`config.mk`:
```
export PLATFORM = sky130hd
export DESIGN_NAME = bcd_down_timer
export DESIGN_NICKNAME = d
export VERILOG_FILES = /design/src/rtl/bcd_pkg.sv /design/src/rtl/bcd_digit_down.sv /design/src/rtl/bcd_down_timer.sv
export SDC_FILE = /design/constraint.sdc
export NUM_CORES = 1
export LEC_CHECK = 0
export BUFFER_PORTS_ARGS = -buffer_cell sky130_fd_sc_hd__buf_2
export CORE_MARGIN = 3
export CORE_UTILIZATION = 50
export DETAILED_ROUTE_END_ITERATION = 6
export GPL_ROUTABILITY_DRIVEN = 0
export PLACE_DENSITY = 0.77
export REMOVE_ABC_BUFFERS = 1
export SKIP_LAST_GASP = 1
export SLEW_MARGIN = 20
export SYNTH_ARGS = -nofsm -noshare
export SYNTH_HDL_FRONTEND = slang
export SYNTH_SLANG_ARGS = --single-unit
```
`constraint.sdc`:
```
create_clock -name clk -period 2.05 [get_ports clk]
set_input_delay 0.41 -clock clk [delete_from_list [all_inputs] [get_ports clk]]
set_output_delay 0.41 -clock clk [all_outputs]
set_load 0.05 [all_outputs]
```
`src/rtl/bcd_pkg.sv`:
```
// rtl/bcd_pkg.sv - shared BCD timer constants, state encoding and digit check
package bcd_pkg;

  localparam int DIGIT_W = 4;
  localparam logic [DIGIT_W-1:0] BCD_MAX = 4'd9;

  typedef enum logic [1:0] {
    ST_IDLE = 2'd0,
    ST_RUN  = 2'd1,
    ST_DONE = 2'd2
  } state_t;

  function automatic logic digit_ok(input logic [DIGIT_W-1:0] v);
    return v <= BCD_MAX;
  endfunction

endpackage

```
`src/rtl/bcd_digit_down.sv`:
```
// rtl/bcd_digit_down.sv - one BCD digit with parallel load and borrow chain
module bcd_digit_down
  import bcd_pkg::*;
(
  input  logic               clk,
  input  logic               reset,
  input  logic               load,
  input  logic [DIGIT_W-1:0] ld_val,
  input  logic               borrow_in,
  output logic [DIGIT_W-1:0] q,
  output logic               borrow_out
);

  // A digit at zero passes the borrow on and wraps to nine.
  assign borrow_out = borrow_in && (q == '0);

  always_ff @(posedge clk) begin
    if (reset) begin
      q <= '0;
    end else if (load) begin
      q <= ld_val;
    end else if (borrow_in) begin
      q <= (q == '0) ? BCD_MAX : q - 4'd1;
    end
  end

endmodule

```
`src/rtl/bcd_down_timer.sv`:
```
// rtl/bcd_down_timer.sv - BCD countdown timer; BCD_DOWN_TIMER_AUTORELOAD_EN enables auto-reload
module bcd_down_timer
  import bcd_pkg::*;
#(
  parameter int DIGITS = 2
) (
  input  logic                  clk,
  input  logic                  reset,
  input  logic                  load,
  input  logic [4*DIGITS-1:0]   d,
  input  logic                  start,
  input  logic                  en,
  output logic [4*DIGITS-1:0]   q,
  output logic                  busy,
  output logic                  done,
  output logic                  err
);

  localparam int W = DIGIT_W * DIGITS;

  state_t         state, state_nx;
  logic           d_valid;
  logic           q_zero, q_one;
  logic           dig_load, dig_dec, err_nx;
  logic [W-1:0]   load_val;
  logic [DIGITS:0] borrow;

`ifdef BCD_DOWN_TIMER_AUTORELOAD_EN
  logic [W-1:0] reload;

  always_ff @(posedge clk) begin
    if (reset) begin
      reload <= '0;
    end else if (load && d_valid) begin
      reload <= d;
    end
  end
`endif

  assign q_zero = (q == '0);
  assign q_one  = (q == W'(1));

  always_comb begin
    d_valid  = 1'b1;
    state_nx = state;
    dig_load = 1'b0;
    dig_dec  = 1'b0;
    load_val = d;
    err_nx   = 1'b0;

    for (int i = 0; i < DIGITS; i++) begin
      if (!digit_ok(d[DIGIT_W*i +: DIGIT_W])) d_valid = 1'b0;
    end

    // Any load request, even a rejected one, blocks start and counting.
    case (state)
      ST_IDLE: begin
        if (!load && start && !q_zero) state_nx = ST_RUN;
      end
      ST_RUN: begin
        if (!load && en && !q_zero) begin
          dig_dec = 1'b1;
          if (q_one) state_nx = ST_DONE;
        end
      end
      ST_DONE: begin
        dig_load = 1'b1;
        load_val = '0;
        state_nx = ST_IDLE;
`ifdef BCD_DOWN_TIMER_AUTORELOAD_EN
        if (reload != '0) begin
          load_val = reload;
          state_nx = ST_RUN;
        end
`endif
      end
      default: state_nx = ST_IDLE;
    endcase

    if (load) begin
      if (d_valid) begin
        dig_load = 1'b1;
        load_val = d;
        dig_dec  = 1'b0;
        state_nx = ST_IDLE;
      end else begin
        err_nx = 1'b1;
      end
    end
  end

  assign borrow[0] = dig_dec;

  for (genvar g = 0; g < DIGITS; g++) begin : g_digit
    bcd_digit_down u_digit (
      .clk        (clk),
      .reset      (reset),
      .load       (dig_load),
      .ld_val     (load_val[DIGIT_W*g +: DIGIT_W]),
      .borrow_in  (borrow[g]),
      .q          (q[DIGIT_W*g +: DIGIT_W]),
      .borrow_out (borrow[g+1])
    );
  end

  always_ff @(posedge clk) begin
    if (reset) begin
      state <= ST_IDLE;
      busy  <= 1'b0;
      done  <= 1'b0;
      err   <= 1'b0;
    end else begin
      state <= state_nx;
      busy  <= (state_nx != ST_IDLE);
      done  <= (state_nx == ST_DONE);
      err   <= err_nx;
    end
  end

endmodule
```
After elaboration in Yosys (flattened, before gate mapping)
Cells that the tools add are included.

storage, ports and cells
  bits in registers = 13
  bits of input ports = 13
  output and inout port bits = 11
  logic and storage cells = 55

operators by class
  add/subtract/negate cells = 2
  $lt $le $gt $ge = 2
  eq/ne operators = 4
  mux-type cells = 25
  bitwise gates (word level) = 1
  reduce and logical (&&, ||, !) cells = 15

operators with widths
  operator             number
  $mux 4               6
  $mux 8               3
  $mux 1               10
  $mux 2               5
  $eq 8x1->1 const B   1
  $le 4x4->1 const B   2
  $logic_not 4->1      2
  $logic_not 8->1      1
  $sub 4x1->4 const B  2
  $reduce_bool 2->1    3
  $logic_and 1x1->1    5
  $eq 2x2->1 const B   2
  $pmux 2 s2           1
  $eq 2x1->1 const B   1
  $logic_not 1->1      2
  $logic_not 2->1      1
  $reduce_or 2->1      1
  $not 1->1            1

Longest topological paths before layout
Gate-level depths: netlist of run 1.

  depth in word-level cells = 10
  gate-level depth with buffers = 5
  mapped depth without buffers = 4

Modules after synthesis
From an unflattened synthesis of run 1, not the netlist that was laid out.

second synthesis, totals
  cells, all modules = 88
  area total of the unflattened synthesis = 775.7 µm²

modules (own cells, without submodules)
  module          instances  cells each  area an instance (µm²)  sequential area each (µm²)
  bcd_digit_down  2          24          221.5                   80.1
  bcd_down_timer  1          40          332.8                   100.1

Worst setup path before layout of run 1
No wires, ideal clock.

  kind = reg-to-reg
  start = register g_digit[0].u_digit.q[3]
  end = register g_digit[0].u_digit.q[2]
  library setup time = 91 ps
  arrival time = 1578 ps
  data required time = 1959 ps
  setup slack = 381 ps
  stages on the path, launching flop included = 5
  path buffers = 0
  period minus slack after synthesis = 1669 ps
  path through = dfxtp_1 nor4b_1 a21oi_1 or3_1 a311oi_1

on the way
  longest elaborated chain between the ends = 8
  elaborated cells between the ends (all ways) = 12
  classes of those cells = 7 x mux; 5 x reduce/logical

RTL lines
  element                             RTL line              RTL
  start: declaration                  bcd_digit_down.sv:10  output logic [DIGIT_W-1:0] q,
  start signal: assignment            bcd_digit_down.sv:21  q <= ld_val;
  start signal: assignment            bcd_digit_down.sv:23  q <= (q == '0) ? BCD_MAX : q - 4'd1;
  $logic_not 8->1                     bcd_down_timer.sv:40  assign q_zero = (q == '0);
  $logic_not 1->1                     bcd_down_timer.sv:61  if (!load && en && !q_zero) begin
  $logic_and 1x1->1                   bcd_down_timer.sv:61
  $mux 1                              bcd_down_timer.sv:61
  $mux 1                              bcd_down_timer.sv:56  case (state)
  $mux 1                              bcd_down_timer.sv:81  if (d_valid) begin
  $mux 1                              bcd_down_timer.sv:80  if (load) begin
  $reduce_bool 2->1 (no source line)  n/a

Parallel ways exist; a longest one is shown, timed or not. The select of a mux whose other input is x is not followed.
A chain may end at the register's enable or synchronous reset.

Worst setup path in the final report of run 1
  start = register g_digit[1].u_digit.q[2]
  end = register g_digit[0].u_digit.q[2]

on the way
  longest elaborated chain between the ends = 8

RTL lines
  element                                 RTL line
  start: declaration                      bcd_digit_down.sv:10
  start signal: assignment                bcd_digit_down.sv:21
  start signal: assignment                bcd_digit_down.sv:23
  $logic_not 8->1 (*)                     bcd_down_timer.sv:40
  $logic_not 1->1 (*)                     bcd_down_timer.sv:61
  $logic_and 1x1->1 (*)                   bcd_down_timer.sv:61
  $mux 1 (*)                              bcd_down_timer.sv:61
  $mux 1 (*)                              bcd_down_timer.sv:56
  $mux 1                                  bcd_down_timer.sv:81
  $mux 1 (*)                              bcd_down_timer.sv:80
  $reduce_bool 2->1 (no source line) (*)  n/a

Mark *: on every way between the ends. The rest lies on a longest branch, timed or not.

==> impl_metrics.prom, run 1 <==
# TYPE chip_impl_metric gauge
chip_impl_metric{name="numCtsBuffers",unit=""} 3
chip_impl_metric{name="start_util",unit=""} 0.543
chip_impl_metric{name="area.sequential",unit="sq um"} 260
chip_impl_metric{name="layout_setup_ws",unit="ns"} 0.474
chip_impl_metric{name="antenna_found_initial",unit=""} 0
chip_impl_metric{name="diodes",unit=""} 0
chip_impl_metric{name="antenna_violating_nets_post_route",unit=""} 0
chip_impl_metric{name="worst_ir_drop_vdd",unit="mV"} 0.391
chip_impl_info{name="run_status",value="finished, final reports clean"} 1
chip_impl_info{name="crit_start",value="g_digit[1].u_digit.q[2]"} 1
chip_impl_metric{name="yosys.area_share.adder",unit=""} 0
chip_impl_metric{name="synth_compound_gate_area_share",unit=""} 0.260
chip_impl_metric{name="detailedPlace.worstSlack",unit="ns"} 0.322
chip_impl_metric{name="fin_setup_tns",unit="ns"} 0
chip_impl_metric{name="grt_pass1_wl",unit="microns"} 3440
chip_impl_metric{name="worst_clock_skew",unit="ns"} 0.00143
chip_impl_metric{name="p_leak",unit="uW"} 0.000394
chip_impl_metric{name="die_height",unit="microns"} 46.9
chip_impl_metric{name="critical_path_required",unit="ns"} 2.23
chip_impl_metric{name="crit_path_max_fanout",unit=""} 7
chip_impl_metric{name="first_global_vias",unit=""} 792
chip_impl_metric{name="critPathMaxStageDelay",unit="ns"} 0.43
chip_impl_info{name="start_point_of_the_worst_hold_path",value="d[0]"} 1
chip_impl_metric{name="synth_area_per_cell",unit="sq um"} 9.00
chip_impl_metric{name="finalSetupViolations",unit=""} 0
chip_impl_metric{name="setup_bufs_post_cts",unit=""} 0
chip_impl_metric{name="viasPerCell",unit=""} 6.16
chip_impl_metric{name="synth-simple-area-share",unit=""} 0.360
chip_impl_metric{name="clk_pin_slew",unit="ns"} 0.08
chip_impl_metric{name="cts_hold_buffers",unit=""} 0
chip_impl_metric{name="port-buffer-count",unit=""} 23
chip_impl_metric{name="maxCapViolCount",unit=""} 0
chip_impl_metric{name="final_layout_size_suffix_gt1_frac",unit=""} 0.347
chip_impl_metric{name="groute.usage.overall",unit=""} 0.220
chip_impl_metric{name="crit_buf_inv",unit=""} 0
chip_impl_metric{name="fmax",unit="MHz"} 635
chip_impl_metric{name="clkLatencyLatePin",unit="ns"} 0.27
chip_impl_info{name="synth-main-ff-cell",value="sky130_fd_sc_hd__dfxtp_1"} 1
chip_impl_metric{name="tritoncts_num_sinks",unit=""} 13
chip_impl_metric{name="final_net_count",unit=""} 132
chip_impl_metric{name="die_area",unit="sq mm"} 0.00220
chip_impl_metric{name="route.final.wire_length",unit="microns"} 2050
chip_impl_info{name="critical_path.endpoint_type",value="flop"} 1
chip_impl_info{name="worstSetupPathType",value="reg2reg"} 1
chip_impl_metric{name="clock_tree.htree_level_count",unit=""} 1
chip_impl_info{name="clk_root_buffer_cell",value="sky130_fd_sc_hd__clkbuf_4"} 1
chip_impl_info{name="crit_path_top_delay_cell",value="sky130_fd_sc_hd__nor4_4"} 1
chip_impl_metric{name="drt_drc_violations_left",unit=""} 0
chip_impl_metric{name="multi_input_gate_area_in_the_final_layout",unit="sq um"} 557
chip_impl_metric{name="core_area",unit="sq mm"} 0.00154
chip_impl_info{name="grt_setup_unrepaired",value="no"} 1
chip_impl_metric{name="synth.mux.area_fraction",unit=""} 0.0239
chip_impl_metric{name="synthArstFlopShare",unit=""} 0
chip_impl_metric{name="pin_count",unit=""} 24
chip_impl_metric{name="ys_types",unit=""} 41
chip_impl_info{name="main_combinational_cell_family_by_area_after_synthesis",value="simple AND/OR/NAND/NOR gates"} 1
chip_impl_metric{name="rows",unit=""} 14
chip_impl_info{name="critical_path_cell_list",value="nor4_4, a31oi_1, nand2b_1, a311oi_1"} 1
chip_impl_info{name="timing.hold.worst.class",value="in2reg"} 1
chip_impl_metric{name="ys_warn_count",unit=""} 0
chip_impl_metric{name="pwr_density_cell",unit="mW/mm^2"} 672
chip_impl_metric{name="ys_seq_elements",unit=""} 13
chip_impl_metric{name="grt_start_max_net_pins",unit=""} 16
chip_impl_info{name="critical_path.startpoint_type",value="flop"} 1
chip_impl_metric{name="timing_worst_slew_pin_value",unit="ns"} 0.453
chip_impl_metric{name="synth-edff-count",unit=""} 0
chip_impl_metric{name="cts-resized-gates",unit=""} 0
chip_impl_metric{name="routedWlPerCell",unit="microns"} 15.3
chip_impl_info{name="critical-path-top-delay-family",value="simple AND/OR/NAND/NOR gates"} 1
chip_impl_info{name="cts_tree",value="done"} 1
chip_impl_metric{name="period_needed",unit="ns"} 1.58
chip_impl_info{name="r2r_path_start",value="g_digit[1].u_digit.q[2]"} 1
chip_impl_metric{name="synthCells",unit=""} 93
chip_impl_info{name="layout.cells.most_common",value="sky130_fd_sc_hd__buf_2"} 1
chip_impl_metric{name="timing.final.crit_share",unit=""} 0.769
chip_impl_metric{name="worst_slew_margin_rel",unit=""} 0.698
chip_impl_info{name="final_cell_mix",value="sky130_fd_sc_hd__buf_2 (23), sky130_fd_sc_hd__dfxtp_1 (13), sky130_fd_sc_hd__nand2_1 (9)"} 1
chip_impl_metric{name="synth_xor_xnor_area_share",unit=""} 0.0209
chip_impl_metric{name="synth.yosys.seq_area_share",unit=""} 0.311
chip_impl_metric{name="total_of_fill_cells_in_the_finished_design",unit=""} 147
chip_impl_metric{name="cts.path.max_buffers",unit=""} 2
chip_impl_metric{name="timing.final.max_slew_violations",unit=""} 0
chip_impl_metric{name="area_growth_syn_to_layout",unit="%"} 18.2
chip_impl_metric{name="cp.arrival",unit="ns"} 1.76
chip_impl_metric{name="syn-cell-area",unit="sq um"} 837
chip_impl_metric{name="die_w",unit="microns"} 46.9
chip_impl_metric{name="drt_first_iter_violations",unit=""} 29
chip_impl_metric{name="drtPass1Iterations",unit=""} 4
chip_impl_metric{name="grt_overflow_total",unit=""} 0
chip_impl_metric{name="detailed_place_hpwl",unit="microns"} 1590
chip_impl_metric{name="num_vias",unit=""} 825
chip_impl_metric{name="final-hold-violation-count",unit=""} 0
## cell type report
| class | instances | share of cell area |
|---|---|---|
| multi-input cells | 75 | 0.563 |
| flip-flops and latches | 13 | 0.263 |
| well taps | 16 | 0.0202 |
| inverters | 3 | 0.0114 |
| repair buffers | 23 | 0.116 |
| clock buffers | 4 | 0.0265 |
## sequential cells by signal, indices dropped and copies added (netlist names)
register           cells
state                  2
g_digit.u_digit.q      8
busy                   1
err                    1
done                   1
## final timing paths
kind,to,slack (ns),cells past startpoint
worst min-delay path,g_digit[0].u_digit.q[0],0.38,3
worst min register to register,state[1],0.56,1
worst max-delay path,g_digit[0].u_digit.q[2],0.47,4
worst max register to register,g_digit[0].u_digit.q[2],0.47,4
## synth_stat cells, drive strengths merged (3+ instances only)
| cell | number | area (sq um) |
|---|---|---|
| a311oi | 3 | 26.3 |
| a31oi | 5 | 46.3 |
| nand2b | 3 | 18.8 |
| nand2 | 10 | 40.0 |
| a21oi | 4 | 23.8 |
| nor4b | 3 | 26.3 |
| nand3 | 3 | 15.0 |
| inv | 3 | 11.3 |
| o31ai | 3 | 22.5 |
| nor4 | 5 | 46.3 |
| dfxtp | 13 | 260 |
| nor2 | 5 | 18.8 |
| o21ai | 6 | 37.5 |
## kinds of logic after synthesis
group	Yosys count
XOR/XNOR	2
multiplexers	2
flip-flops	13
AND/OR/NAND/NOR	44
AO/OA/AOI/OAI	27
buffers and inverters	5
## power by group
group / internal, uW / total (uW) / leakage (uW) / switching [uW]
Sequential: 268 / 297 / 0.000106 / 28.8
Combinational: 76.4 / 208 / 0.000273 / 131
Clock: 75.3 / 160 / 0.0000150 / 84.6
Total: 420 / 665 / 0.000394 / 245
## worst min-delay path, stage by stage
cell	delay, ns
sky130_fd_sc_hd__buf_2	0.10
sky130_fd_sc_hd__nand2_1	0.04
sky130_fd_sc_hd__a21oi_1	0.05
## per-stage QoR
| stage | hold WS (ns) | cell area (sq um) | cells | util | total power (uW) |
|---|---|---|---|---|---|
| floorplan | 0.476 | 828 | 91 | - | 452 |
| global placement | 0.534 | 963 | 130 | 0.625 | 507 |
| detailed placement | 0.561 | 963 | 130 | 0.625 | 510 |
| CTS | 0.368 | 990 | 134 | 0.642 | 674 |
| global route | 0.374 | 990 | 134 | 0.642 | 712 |
| finish | 0.377 | 990 | 134 | 0.642 | 665 |
## routing by layer
| metal | vias to the layer above | GRT usage | part of all wire | routed length, microns |
|---|---|---|---|---|
| met1 | 381 | 0.315 | 0.47 | 957 |
| met2 | 26 | 0.320 | 0.47 | 969 |
| met4 | 0 | 0.0994 | 0.0063 | 13 |
| met3 | 2 | 0.0383 | 0.055 | 112 |
| li1 | 416 | - | - | - |
| met5 | - | 0 | 0 | 0 |
Power figures use the tool's default switching activity.
==> run 2: changes to the inputs <==
==> constraint.sdc (replaced) <==
create_clock -name clk -period 1.5 [get_ports clk]
set_input_delay 0.3 -clock clk [delete_from_list [all_inputs] [get_ports clk]]
set_output_delay 0.3 -clock clk [all_outputs]
set_load 0.05 [all_outputs]
==> run 2 against run 1 <==
Clock skew increased by 0.013 ns. Sequential power increased by 36%. Total power increased by 50%. Routed wire length increased by 18%. Clock-buffer cell count unchanged. Register-to-register slack got worse by 0.45 ns. Flip-flop and latch count unchanged. Hold slack got worse by 0.14 ns. Critical path type unchanged.
==> impl_metrics.prom, run 2 (same netlist as run 1, synthesis figures left out) <==
# TYPE chip_impl_metric gauge
chip_impl_metric{name="final_util",unit=""} 0.765
chip_impl_metric{name="port-buffer-count",unit=""} 23
chip_impl_metric{name="cts_hold_buffers",unit=""} 0
chip_impl_info{name="final_cell_mix",value="sky130_fd_sc_hd__buf_2 (23), sky130_fd_sc_hd__buf_4 (16), sky130_fd_sc_hd__nand2_1 (9)"} 1
chip_impl_metric{name="timing.final.max_slew_violations",unit=""} 0
chip_impl_metric{name="critical_path_required",unit="ns"} 1.68
chip_impl_metric{name="final_net_count",unit=""} 148
chip_impl_info{name="timing.hold.worst.class",value="in2reg"} 1
chip_impl_metric{name="antenna_found_initial",unit=""} 0
chip_impl_metric{name="clk_pin_slew",unit="ns"} 0.09
chip_impl_metric{name="maxCapViolCount",unit=""} 0
chip_impl_metric{name="fin_cells",unit=""} 150
chip_impl_metric{name="grt_start_max_net_pins",unit=""} 16
chip_impl_info{name="layout.cells.most_common",value="sky130_fd_sc_hd__buf_2"} 1
chip_impl_metric{name="start_util",unit=""} 0.543
chip_impl_metric{name="tritoncts_num_sinks",unit=""} 13
chip_impl_metric{name="first_global_vias",unit=""} 816
chip_impl_metric{name="layout_setup_ws",unit="ns"} 0.0274
chip_impl_metric{name="drt_first_iter_violations",unit=""} 25
chip_impl_metric{name="area_growth_syn_to_layout",unit="%"} 41.0
chip_impl_info{name="critical_path.endpoint_type",value="flop"} 1
chip_impl_metric{name="pin_count",unit=""} 24
chip_impl_info{name="registers.top_by_ff_count",value="g_digit.u_digit.q"} 1
chip_impl_metric{name="num_vias",unit=""} 947
chip_impl_metric{name="area.sequential",unit="sq um"} 272
chip_impl_metric{name="clkLatencyLatePin",unit="ns"} 0.29
chip_impl_metric{name="critPathMaxStageDelay",unit="ns"} 0.37
chip_impl_metric{name="period_needed",unit="ns"} 1.47
chip_impl_metric{name="core_area",unit="sq mm"} 0.00154
chip_impl_metric{name="drtPass1Iterations",unit=""} 4
chip_impl_metric{name="worst_clock_skew",unit="ns"} 0.0139
chip_impl_metric{name="final-hold-violation-count",unit=""} 0
chip_impl_metric{name="pwr_density_cell",unit="mW/mm^2"} 846
chip_impl_metric{name="viasPerCell",unit=""} 6.31
chip_impl_metric{name="rows",unit=""} 14
chip_impl_info{name="biggestRegsByFlops",value="g_digit.u_digit.q: 8 flops, state: 2 flops"} 1
chip_impl_metric{name="worst_slew_margin_rel",unit=""} 0.786
chip_impl_info{name="crit_path_top_delay_cell",value="sky130_fd_sc_hd__dfxtp_4"} 1
chip_impl_metric{name="route.final.wire_length",unit="microns"} 2430
chip_impl_metric{name="die_w",unit="microns"} 46.9
chip_impl_metric{name="detailedPlace.worstSlack",unit="ns"} -0.00344
chip_impl_info{name="run_status",value="finished, final reports clean"} 1
chip_impl_metric{name="final_layout_size_suffix_gt1_frac",unit=""} 0.545
chip_impl_metric{name="die_area",unit="sq mm"} 0.00220
chip_impl_metric{name="die_height",unit="microns"} 46.9
chip_impl_metric{name="diodes",unit=""} 0
chip_impl_metric{name="numCtsBuffers",unit=""} 3
chip_impl_metric{name="worst_ir_drop_vdd",unit="mV"} 0.710
chip_impl_metric{name="p_leak",unit="uW"} 0.000493
chip_impl_metric{name="finalSetupViolations",unit=""} 0
chip_impl_info{name="cts_tree",value="done"} 1
chip_impl_metric{name="groute.usage.overall",unit=""} 0.235
chip_impl_info{name="critical-path-top-delay-family",value="simple AND/OR/NAND/NOR gates"} 1
chip_impl_metric{name="multi_input_gate_area_in_the_final_layout",unit="sq um"} 616
chip_impl_info{name="grt_setup_unrepaired",value="yes"} 1
chip_impl_metric{name="crit_buf_inv",unit=""} 1
chip_impl_metric{name="timing.final.crit_share",unit=""} 0.982
chip_impl_metric{name="cts.path.max_buffers",unit=""} 2
chip_impl_metric{name="largest_register_ff_count",unit=""} 8
chip_impl_metric{name="timing_worst_slew_pin_value",unit="ns"} 0.319
chip_impl_info{name="critical_path_cell_list",value="nor4_4, buf_4, nand4_1, nor4b_1"} 1
chip_impl_metric{name="routedWlPerCell",unit="microns"} 16.2
chip_impl_info{name="clk_root_buffer_cell",value="sky130_fd_sc_hd__clkbuf_4"} 1
chip_impl_metric{name="detailed_place_hpwl",unit="microns"} 1750
chip_impl_metric{name="clock_tree.htree_level_count",unit=""} 1
chip_impl_metric{name="grt_pass1_wl",unit="microns"} 3680
chip_impl_metric{name="drt_drc_violations_left",unit=""} 0
chip_impl_metric{name="antenna_violating_nets_post_route",unit=""} 0
chip_impl_metric{name="crit_path_max_fanout",unit=""} 3
chip_impl_info{name="critical_path.startpoint_type",value="flop"} 1
chip_impl_metric{name="place.detailed.instances",unit=""} 143
chip_impl_metric{name="total_of_fill_cells_in_the_finished_design",unit=""} 103
chip_impl_metric{name="cp.arrival",unit="ns"} 1.65
chip_impl_metric{name="fmax",unit="MHz"} 679
chip_impl_metric{name="grt_overflow_total",unit=""} 0
chip_impl_info{name="worstSetupPathType",value="reg2reg"} 1
==> run 2: changes by cell type in the layout (fill, tap and decap cells not counted), moves of 2 or more <==
cell and delta:
sky130_fd_sc_hd__nor4b_1 -2, sky130_fd_sc_hd__nor2_1 -3, sky130_fd_sc_hd__dfxtp_1 -7, sky130_fd_sc_hd__dfxtp_2 +6
sky130_fd_sc_hd__buf_4 +16, sky130_fd_sc_hd__nor4b_2 +2, sky130_fd_sc_hd__nor2_2 +3
==> run 2: area by class of cell <==
class,instances,area share
multi-input cells,75,0.522
inverters,3,0.00954
flip-flops and latches,13,0.230
clock buffers,4,0.0223
repair buffers,39,0.199
well taps,16,0.0170
==> run 2: per-layer routing <==
layer / vias up / global-route usage / routed length (microns)
met3: 2 / 0.0843 / 215
met5: - / 0 / 0
met2: 49 / 0.352 / 1180
met4: 0 / 0.0608 / 6
met1: 451 / 0.319 / 1030
li1: 445 / - / -
==> run 2: repair_timing <==
item | CTS | global route
buffers inserted | 1 | 2
gates resized for setup | 0 | 19
setup endpoints to repair | 1 | 8
pin swaps | 1 | 4
==> run 2: worst register-to-register path, stage by stage, from the launching register on <==
cell                      delay (ns)
sky130_fd_sc_hd__dfxtp_4        0.37
sky130_fd_sc_hd__nor4_4         0.37
sky130_fd_sc_hd__buf_4          0.19
sky130_fd_sc_hd__nand4_1        0.15
sky130_fd_sc_hd__nor4b_1        0.28
==> run 2: power by group <==
part | switching (uW) | internal [uW]
registers | 36.6 | 369
logic | 214 | 150
clock network | 125 | 103
total | 376 | 623
==> run 2: path summary, 6_finish.rpt <==
check,from,endpoint,slack [ns],cells past startpoint
min,d[0],g_digit[0].u_digit.q[0],0.24,3
max reg2reg,g_digit[0].u_digit.q[3],state[1],0.03,4
max,g_digit[0].u_digit.q[3],state[1],0.03,4
min reg2reg,state[1],done,0.58,1
==> run 2: per-stage QoR <==
| stage | TNS, ns | power, uW | area [sq um] | hold slack (ns) |
|---|---|---|---|---|
| final | 0 | 999 | 1180 | 0.241 |
| after global routing | -0.111 | 1050 | 1180 | 0.246 |
| after CTS | 0 | 967 | 1090 | 0.251 |
| after detailed placement | -0.00344 | 736 | 1060 | 0.561 |
| after global placement | 0 | 730 | 1060 | 0.551 |
| after floorplan | -0.903 | 618 | 828 | 0.366 |
